===== config.mk =====
export PLATFORM = sky130hd
export DESIGN_NAME = video_timing_gen
export DESIGN_NICKNAME = d
export VERILOG_FILES = /design/src/rtl/vtg_pkg.sv /design/src/rtl/vtg_axis_counter.sv /design/src/rtl/video_timing_gen.sv
export SDC_FILE = /design/constraint.sdc
export NUM_CORES = 1
export LEC_CHECK = 0
export CELL_PAD_IN_SITES_DETAIL_PLACEMENT = 0
export CELL_PAD_IN_SITES_GLOBAL_PLACEMENT = 1
export CORE_UTILIZATION = 45
export CTS_CLUSTER_DIAMETER = 200
export DETAILED_ROUTE_END_ITERATION = 8
export PLACE_DENSITY = 0.95
export SYNTH_ARGS = -nofsm -noshare
export SYNTH_HDL_FRONTEND = slang
export SYNTH_SLANG_ARGS = --single-unit

===== constraint.sdc =====
create_clock -name clk_in -period 9.5 [get_ports clk_in]
set_clock_uncertainty 0.05 [all_clocks]
set_input_delay 0.95 -clock clk_in [delete_from_list [all_inputs] [get_ports clk_in]]
set_output_delay 0.95 -clock clk_in [all_outputs]
set_load 0.01 [all_outputs]

===== src/rtl/vtg_pkg.sv =====
// vtg_pkg: shared types and default mode constants for video_timing_gen.
// Provides region enum, timing bundle struct and 1280x720p60 defaults.
package vtg_pkg;

    localparam int VTG_XW = 13;
    localparam int VTG_YW = 13;

    // Raster regions along one axis, in scan order.
    typedef enum logic [1:0] {
        ACTIVE = 2'd0,
        FRONT  = 2'd1,
        SYNC   = 2'd2,
        BACK   = 2'd3
    } region_e;

    typedef struct packed {
        logic [VTG_XW-1:0] h_total;
        logic [VTG_XW-1:0] h_active;
        logic [VTG_XW-1:0] h_sync_start;
        logic [VTG_XW-1:0] h_sync_end;
        logic [VTG_YW-1:0] v_total;
        logic [VTG_YW-1:0] v_active;
        logic [VTG_YW-1:0] v_sync_start;
        logic [VTG_YW-1:0] v_sync_end;
        logic              hs_pol;
        logic              vs_pol;
    } timing_t;

    localparam timing_t VTG_720P = '{
        h_total:      13'd1650,
        h_active:     13'd1280,
        h_sync_start: 13'd1390,
        h_sync_end:   13'd1430,
        v_total:      13'd750,
        v_active:     13'd720,
        v_sync_start: 13'd725,
        v_sync_end:   13'd730,
        hs_pol:       1'b1,
        vs_pol:       1'b1
    };

endpackage


===== src/rtl/vtg_axis_counter.sv =====
// vtg_axis_counter: one raster axis (H or V) position counter with region decode.
// Ports: clk_in, reset, i_adv (step), i_total/i_active/i_sync_start/i_sync_end,
//        o_cnt (position), o_last (at total-1), o_sync (in sync span), o_region.
module vtg_axis_counter
    import vtg_pkg::*;
#(
    parameter int W = 13
) (
    input  logic         clk_in,
    input  logic         reset,
    input  logic         i_adv,
    input  logic [W-1:0] i_total,
    input  logic [W-1:0] i_active,
    input  logic [W-1:0] i_sync_start,
    input  logic [W-1:0] i_sync_end,
    output logic [W-1:0] o_cnt,
    output logic         o_last,
    output logic         o_sync,
    output region_e      o_region
);

    localparam logic [W-1:0] ONE = 1;

    logic [W-1:0] r_cnt;
    logic         w_last;
    logic         w_act;
    logic         w_sync;

    // total=0 wraps to all-ones, giving a full 2^W period.
    assign w_last = (r_cnt == (i_total - ONE));
    assign w_act  = (r_cnt < i_active);
    assign w_sync = (r_cnt >= i_sync_start) && (r_cnt < i_sync_end);

    always_ff @(posedge clk_in) begin
        if (reset) begin
            r_cnt <= '0;
        end else if (i_adv) begin
            r_cnt <= w_last ? '0 : r_cnt + ONE;
        end
    end

    // Active takes precedence so data enable is never masked by a
    // misprogrammed sync span; sync itself is reported separately.
    always_comb begin
        o_region = BACK;
        if (w_act) begin
            o_region = ACTIVE;
        end else if (w_sync) begin
            o_region = SYNC;
        end else if (r_cnt < i_sync_start) begin
            o_region = FRONT;
        end
    end

    assign o_cnt  = r_cnt;
    assign o_last = w_last;
    assign o_sync = w_sync;

endmodule


===== src/rtl/video_timing_gen.sv =====
// video_timing_gen: raster timing source (x/y, H/V sync, DE, SOL/SOF strobes).
// Ports: clk_in, reset, ce, h_*/v_* timing, hs_pol/vs_pol -> x_out, y_out,
//        hn_out, vn_out, den_out, sol_out, sof_out. Timing is shadowed and
//        reloaded only at frame wrap. Optional VTG_INTERLACE_EN adds
//        interlace input and field_out output.
module video_timing_gen
    import vtg_pkg::*;
#(
    parameter int X_BITS = 13,
    parameter int Y_BITS = 13
) (
    input  logic              clk_in,
    input  logic              reset,
    input  logic              ce,
    input  logic [X_BITS-1:0] h_total,
    input  logic [X_BITS-1:0] h_active,
    input  logic [X_BITS-1:0] h_sync_start,
    input  logic [X_BITS-1:0] h_sync_end,
    input  logic [Y_BITS-1:0] v_total,
    input  logic [Y_BITS-1:0] v_active,
    input  logic [Y_BITS-1:0] v_sync_start,
    input  logic [Y_BITS-1:0] v_sync_end,
    input  logic              hs_pol,
    input  logic              vs_pol,
`ifdef VTG_INTERLACE_EN
    input  logic              interlace,
    output logic              field_out,
`endif
    output logic [X_BITS-1:0] x_out,
    output logic [Y_BITS-1:0] y_out,
    output logic              hn_out,
    output logic              vn_out,
    output logic              den_out,
    output logic              sol_out,
    output logic              sof_out
);

    logic [X_BITS-1:0] r_h_total_s;
    logic [X_BITS-1:0] r_h_active_s;
    logic [X_BITS-1:0] r_h_sync_start_s;
    logic [X_BITS-1:0] r_h_sync_end_s;
    logic [Y_BITS-1:0] r_v_total_s;
    logic [Y_BITS-1:0] r_v_active_s;
    logic [Y_BITS-1:0] r_v_sync_start_s;
    logic [Y_BITS-1:0] r_v_sync_end_s;
    logic              r_hs_pol_s;
    logic              r_vs_pol_s;

    logic [X_BITS-1:0] w_hc;
    logic [Y_BITS-1:0] w_vc;
    logic              w_h_last;
    logic              w_v_last;
    logic              w_h_sync;
    logic              w_v_sync;
    region_e           w_h_region;
    region_e           w_v_region;
    logic              w_v_adv;
    logic              w_frame_wrap;
    logic              w_vs;
    logic [Y_BITS-1:0] w_v_total;

    logic [X_BITS-1:0] r_x;
    logic [Y_BITS-1:0] r_y;
    logic              r_hn;
    logic              r_vn;
    logic              r_den;
    logic              r_sol;
    logic              r_sof;

    assign w_v_adv      = ce && w_h_last;
    assign w_frame_wrap = ce && w_h_last && w_v_last;

`ifdef VTG_INTERLACE_EN
    logic              r_interlace_s;
    logic              r_field;
    logic              r_field_out;
    logic [X_BITS-1:0] w_h_half;
    logic              w_h_ge_half;
    logic              w_vs_f1;

    // Field 1 carries one extra line; its vsync edges land mid-line.
    assign w_v_total   = r_v_total_s + Y_BITS'(r_field);
    assign w_h_half    = r_h_total_s >> 1;
    assign w_h_ge_half = (w_hc >= w_h_half);
    assign w_vs_f1 =
        ((w_vc > r_v_sync_start_s) ||
         ((w_vc == r_v_sync_start_s) && w_h_ge_half)) &&
        ((w_vc < r_v_sync_end_s) ||
         ((w_vc == r_v_sync_end_s) && !w_h_ge_half));
    assign w_vs = r_field ? w_vs_f1 : w_v_sync;

    always_ff @(posedge clk_in) begin
        if (reset) begin
            r_interlace_s <= interlace;
            r_field       <= 1'b0;
            r_field_out   <= 1'b0;
        end else if (ce) begin
            r_field_out <= r_field;
            if (w_frame_wrap) begin
                r_interlace_s <= interlace;
                r_field       <= r_interlace_s ? ~r_field : 1'b0;
            end
        end
    end

    assign field_out = r_field_out;
`else
    assign w_v_total = r_v_total_s;
    assign w_vs      = w_v_sync;
`endif

    // Shadows reload on reset and at the last pixel of the frame, so the
    // new mode takes effect exactly as counters return to (0,0).
    always_ff @(posedge clk_in) begin
        if (reset || w_frame_wrap) begin
            r_h_total_s      <= h_total;
            r_h_active_s     <= h_active;
            r_h_sync_start_s <= h_sync_start;
            r_h_sync_end_s   <= h_sync_end;
            r_v_total_s      <= v_total;
            r_v_active_s     <= v_active;
            r_v_sync_start_s <= v_sync_start;
            r_v_sync_end_s   <= v_sync_end;
            r_hs_pol_s       <= hs_pol;
            r_vs_pol_s       <= vs_pol;
        end
    end

    vtg_axis_counter #(
        .W (X_BITS)
    ) u_h (
        .clk_in       (clk_in),
        .reset        (reset),
        .i_adv        (ce),
        .i_total      (r_h_total_s),
        .i_active     (r_h_active_s),
        .i_sync_start (r_h_sync_start_s),
        .i_sync_end   (r_h_sync_end_s),
        .o_cnt        (w_hc),
        .o_last       (w_h_last),
        .o_sync       (w_h_sync),
        .o_region     (w_h_region)
    );

    vtg_axis_counter #(
        .W (Y_BITS)
    ) u_v (
        .clk_in       (clk_in),
        .reset        (reset),
        .i_adv        (w_v_adv),
        .i_total      (w_v_total),
        .i_active     (r_v_active_s),
        .i_sync_start (r_v_sync_start_s),
        .i_sync_end   (r_v_sync_end_s),
        .o_cnt        (w_vc),
        .o_last       (w_v_last),
        .o_sync       (w_v_sync),
        .o_region     (w_v_region)
    );

    always_ff @(posedge clk_in) begin
        if (reset) begin
            r_x   <= '0;
            r_y   <= '0;
            r_hn  <= 1'b0;
            r_vn  <= 1'b0;
            r_den <= 1'b0;
            r_sol <= 1'b0;
            r_sof <= 1'b0;
        end else if (ce) begin
            r_x   <= w_hc;
            r_y   <= w_vc;
            r_hn  <= r_hs_pol_s ? w_h_sync : ~w_h_sync;
            r_vn  <= r_vs_pol_s ? w_vs : ~w_vs;
            r_den <= (w_h_region == ACTIVE) && (w_v_region == ACTIVE);
            r_sol <= (w_hc == '0);
            r_sof <= (w_hc == '0) && (w_vc == '0);
        end
    end

    assign x_out   = r_x;
    assign y_out   = r_y;
    assign hn_out  = r_hn;
    assign vn_out  = r_vn;
    assign den_out = r_den;
    assign sol_out = r_sol;
    assign sof_out = r_sof;

endmodule

==> results of run 1 <==
-- critical path, cell delays in order, from the launching register on --
cell and delay (ps):
edfxtp_1 510, or3_1 430, nor4_1 410, nand3_1 170
xnor2_1 190, nor4_4 650, a21o_1 440, nor2b_4 830
buf_4 890
-- flip-flops by register name, summed over array words and instances, names as in the netlist --
signal,flops
r_h_active_s,13
r_h_sync_end_s,13
r_h_sync_start_s,13
r_h_total_s,13
r_v_active_s,13
r_v_sync_end_s,13
r_v_sync_start_s,13
r_v_total_s,13
u_h.o_cnt,13
u_v.o_cnt,13
x_out,13
y_out,13
den_out,1
hn_out,1
r_hs_pol_s,1
r_vs_pol_s,1
sof_out,1
sol_out,1
vn_out,1
-- path summary, 6_finish.rpt --
check	startpoint	to	cells past startpoint
worst min-delay path	sol_out	sol_out	2
worst max register to register	r_h_total_s[2]	r_v_sync_end_s[9]	8
worst min register to register	sol_out	sol_out	2
worst max-delay path	r_h_total_s[2]	r_v_sync_end_s[9]	8
-- area by class of cell --
cell class / instances / area (um^2) / share of cell area [%]
timing repair buffer: 141 / 1400 / 13.3
tap: 229 / 287 / 2.72
inverter: 87 / 327 / 3.10
clock buffer: 25 / 539 / 5.12
sequential: 163 / 4320 / 41.1
clock inverter: 7 / 90.1 / 0.856
multi-input combinational: 471 / 3560 / 33.9
-- cell usage in the layout, fill, tap and decap left out, drive strengths merged, types with 13 or more instances in the layout --
cell,netlist,layout
clkdlybuf4s50,0,137
edfxtp,106,106
inv,87,88
ha,80,80
nor2,72,72
dfxtp,57,57
mux2i,29,29
xnor2,26,26
xor2,26,26
nand4,25,25
nand2,25,25
clkbuf,17,25
nand3,16,16
a21o,16,16
a21oi,15,15
o21ai,14,14
nor3,13,13
-- kinds of logic after synthesis --
family / synth area share (%)
AOI/OAI and AO/OA: 7.35
DFF: 52.0
adders and majority gates: 12.0
and+or+nand+nor: 14.2
xor gates and xnor gates: 5.48
buffers and inverters: 5.19
muxes: 3.76
-- layer usage --
layer | global-route usage (%) | vias to the layer above
met2 | 33.6 | 179
met4 | 7.13 | 0
li1 | - | 2939
met3 | 5.01 | 18
met5 | 0 | -
met1 | 26.4 | 2759
-- power breakdown --
| part | internal [mW] | switching, mW |
|---|---|---|
| Sequential | 0.793 | 0.0202 |
| Clock | 0.447 | 0.271 |
| Combinational | 0.0779 | 0.0640 |
-- through the flow --
step	std cells	power, mW	hold slack [ps]	instance area (um^2)
2_1_floorplan	746	0.895	440	8310
3_3_place_gp	1091	0.967	406	9900
6_report	1123	1.67	424	10500
5_1_grt	1123	1.73	457	10500
3_5_place_dp	1091	0.969	415	9900
4_1_cts	1123	1.68	428	10500
==> results.yml, run 1 <==
run_status:
  status: "complete, no violations"
power_and_ir_drop:
  ir_drop_uv: 132
  power_density_nw_per_um2: 159
  p_leak_nw: 4.39
grt:
  grt-ovfl-total: 0
  grt_pass1_wl_um: 28900
  grt_max_degree: 87
  antenna_found_initial: 0
  grt_pass1_vias: 5797
  grt.total_usage_pct: 20.5
clock_network:
  insertion_delay_ps: 430
  path_clk_slew_ps: 70
  cts_resized: 0
  cts_tree: "built"
  cts_buffer_depth: 2
  cts_buffers: 17
  post-cts-setup-buffer-count: 0
  htree_levels: 4
  hold_buffers: 0
  root_buffer: "clkbuf_16"
  cts_sinks: 163
final_layout:
  syn_to_final_growth_pct: 26.6
  fill_cells: 1483
  antenna_cells: 0
  drive_gt1_share_pct: 4.59
  layout.nets: 1070
  fin_util_pct: 58.4
synthesis:
  ys_seq_area_share_pct: 52.0
  syn_area_um2: 8310
  async_flop_share_pct: 0
  synth_area_leaders: "edfxtp_1 (38%), dfxtp_1 (14%), ha_1 (12%)"
  yosysWarnings: 0
  ys_types: 61
  synth_top_area_share_pct: 38.3
  synth_nets: 935
  yosysMostFrequentCell: "edfxtp_1"
  yosys.area.top_type: "edfxtp_1"
  synth.avg_cell_area_um2: 11.1
  syn_inst: 746
  synthTopCellsByCount: "edfxtp_1 (106), inv_1 (87), ha_1 (80)"
  synth_edf_count: 106
  synth_ff_type: "edfxtp_1"
  synth_seq_cells: 163
placement:
  dp_hpwl_um: 13000
  gp_congestion: 0.799
  numPortBuffers: 139
  dp_worst_setup_slack_ps: 4460
route:
  firstDrtPassIters: 5
  dr_wl_met2_um: 8710
  drt_wl_total_um: 18400
  wl_met3_um: 1080
  vias: 5895
  viasPerCell: 5.25
  drt-wirelength-per-cell_um: 16.4
  drc: 0
  wl_met1_um: 8320
  drt_iter0_drc: 366
  top_layer: "met4"
  ant_nets: 0
job:
  max_cap_violations: 0
floorplan:
  die_h_um: 138
  die_x_um: 138
  dieArea_um2: 19000
  io_pins: 140
  initial_utilization_pct: 46.1
  core_um2: 18000
  rows: 49
sta:
  setup_slack_ps: 4440
  min_period_ps: 5060
  rsz0062_at_grt: "no"
  fin_setup_tns_ps: 0
  post-route-period-util_pct: 53.3
  hold_violations: 0
  max_freq_ghz: 0.198
  finalSetupViolCount: 0
  relSlewSlack_pct: 29.8
  maxSlewViolCount: 0
  worst_pin_slew_ps: 1050
critical_path:
  rrSetupSlack_ps: 4440
  critPathRequiredTime_ps: 9500
  start_kind: "register"
  worstSetupEndpointType: "register"
  cp_max_fo: 86
  worstSetupPathType: "register to register"
  arrival_ps: 5060
min_path:
  hold_path.class: "register to register"
No activity file was read; power rests on OpenSTA's default activity.
==> run 2, diff against run 1 <==
--- a/config.mk
+++ b/config.mk
@@ -7,10 +7,10 @@
 export LEC_CHECK = 0
 export CELL_PAD_IN_SITES_DETAIL_PLACEMENT = 0
 export CELL_PAD_IN_SITES_GLOBAL_PLACEMENT = 1
-export CORE_UTILIZATION = 45
+export CORE_UTILIZATION = 38
 export CTS_CLUSTER_DIAMETER = 200
 export DETAILED_ROUTE_END_ITERATION = 8
-export PLACE_DENSITY = 0.95
+export PLACE_DENSITY = 0.86
 export SYNTH_ARGS = -nofsm -noshare
 export SYNTH_HDL_FRONTEND = slang
 export SYNTH_SLANG_ARGS = --single-unit
==> constraint.sdc (replaced) <==
create_clock -name clk_in -period 4.6 [get_ports clk_in]
set_clock_uncertainty 0.05 [all_clocks]
set_input_delay 0.46 -clock clk_in [delete_from_list [all_inputs] [get_ports clk_in]]
set_output_delay 0.46 -clock clk_in [all_outputs]
set_load 0.01 [all_outputs]
==> results.yml, run 2 (synthesized netlist as in run 1, its figures left out) <==
run_status:
  status: "complete, no violations"
final_layout:
  syn_to_final_growth_pct: 27.5
  drive_gt1_share_pct: 5.65
  layout.nets: 1078
  antenna_cells: 0
  mostFrequentLayoutCell: "clkdlybuf4s50_1"
  layout_common_cells: "clkdlybuf4s50_1 (137), edfxtp_1 (106), inv_1 (87)"
  fill_cells: 1904
floorplan:
  dieArea_um2: 22500
  rows: 53
  initial_utilization_pct: 39.2
  die_h_um: 150
  die_x_um: 150
  io_pins: 140
  core_um2: 21200
grt:
  grt.total_usage_pct: 17.8
  grt_pass1_vias: 5958
  grt-ovfl-total: 0
  grt_max_degree: 91
  antenna_found_initial: 0
  grt_pass1_wl_um: 30400
critical_path:
  critPathRequiredTime_ps: 4620
  arrival_ps: 3700
  worstSetupPathType: "register to register"
  start_kind: "register"
  regToRegStartpoint: "r_h_total_s[0]"
  cp_max_fo: 90
  cp-startpoint: "r_h_total_s[0]"
  worstSetupEndpointType: "register"
  rr_worst_depth: 11
clock_network:
  cts_resized: 0
  cts_buffers: 17
  path_clk_slew_ps: 60
  htree_levels: 4
  hold_buffers: 0
  cts_tree: "built"
  cts_buffer_depth: 2
  insertion_delay_ps: 430
  post-cts-setup-buffer-count: 0
  root_buffer: "clkbuf_16"
  cts_sinks: 163
sta:
  min_period_ps: 3680
  relSlewSlack_pct: 50.4
  hold_violations: 0
  max_freq_ghz: 0.272
  fin_setup_tns_ps: 0
  worst_pin_slew_ps: 725
  post-route-period-util_pct: 80.0
  finalSetupViolCount: 0
  setup_slack_ps: 922
  rsz0062_at_grt: "no"
  maxSlewViolCount: 0
route:
  ant_nets: 0
  drt_wl_total_um: 19000
  drt_iter0_drc: 361
  drt-wirelength-per-cell_um: 16.1
  drc: 0
  vias: 5894
  viasPerCell: 5.01
  firstDrtPassIters: 4
power_and_ir_drop:
  p_comb_share_pct: 8.8
  p_leak_nw: 4.41
  clkPwrFrac_pct: 41.1
  ir_drop_uv: 218
  seqPwrFrac_pct: 50.1
  power_switching_mw: 0.757
  power_density_nw_per_um2: 316
  p_int_mw: 2.59
  power_mw: 3.35
  power_switching_share_pct: 22.6
placement:
  dp_worst_setup_slack_ps: 881
  numPortBuffers: 139
  gp_congestion: 0.827
  dp_hpwl_um: 13800
job:
  max_cap_violations: 0
min_path:
  hold_path.class: "register to register"
  holdPathStages: 2
  min_from: "sol_out"
run 2: cell types whose count changed in the layout (fill, tap and decap cells not counted):
| cell | change |
|---|---|
| buf_12 | +1 |
| buf_4 | +7 |
| clkbuf_1 | -2 |
| clkbuf_16 | -3 |
| clkbuf_8 | -2 |
| clkinv_2 | +4 |
| clkinv_4 | +3 |
| inv_4 | -1 |
| inv_6 | +1 |
run 2: final cells by class:
class	instances	area [um^2]	share of cell area, %
inverters	87	327	3.08
well taps	275	344	3.25
clock buffers	18	429	4.05
clock inverters	14	139	1.31
repair buffers	149	1470	13.9
multi-input cells	471	3560	33.6
flip-flops and latches	163	4320	40.8
run 2: critical path, stage by stage, from the launching register on:
cell      delay (ps)
edfxtp_1         480
inv_1            100
ha_1             360
nor3b_1          270
xnor2_1           90
nor3_1           220
nand4b_1         170
nor4_4           280
buf_4            230
a21o_1           370
nor2b_4          250
buf_12           410
run 2: per-stage QoR:
step           hold WS (ps)  std cells  instance area [um^2]  util [%]
2_1_floorplan           440        746                  8310         -
3_3_place_gp            405       1145                 10000      47.3
3_5_place_dp            415       1145                 10000      47.3
4_1_cts                 429       1177                 10600      49.9
5_1_grt                 452       1177                 10600      49.9
6_report                427       1177                 10600      49.9
run 2: layer usage:
layer  track usage [%]  routed length (um)  vias up
li1                  -                   -     2952
met1              23.7                8940     2809
met2              28.8                8910      116
met3              4.18                 926       17
met4              5.20                 216        0
met5                 0                   0        -
run 2: power groups by stage:
stage,Combinational (mW),Sequential [mW],Clock [mW]
after floorplan,0.152,1.70,0
after global routing,0.328,1.68,1.47
after detailed placement,0.298,1.71,0
final,0.296,1.68,1.38
after global placement,0.294,1.71,0
after CTS,0.301,1.68,1.41
run 2: worst paths after layout:
kind,endpoint,slack [ps]
min,sol_out,430
max,r_v_sync_end_s[7],920
max reg2reg,r_v_sync_end_s[7],920
min reg2reg,sol_out,430
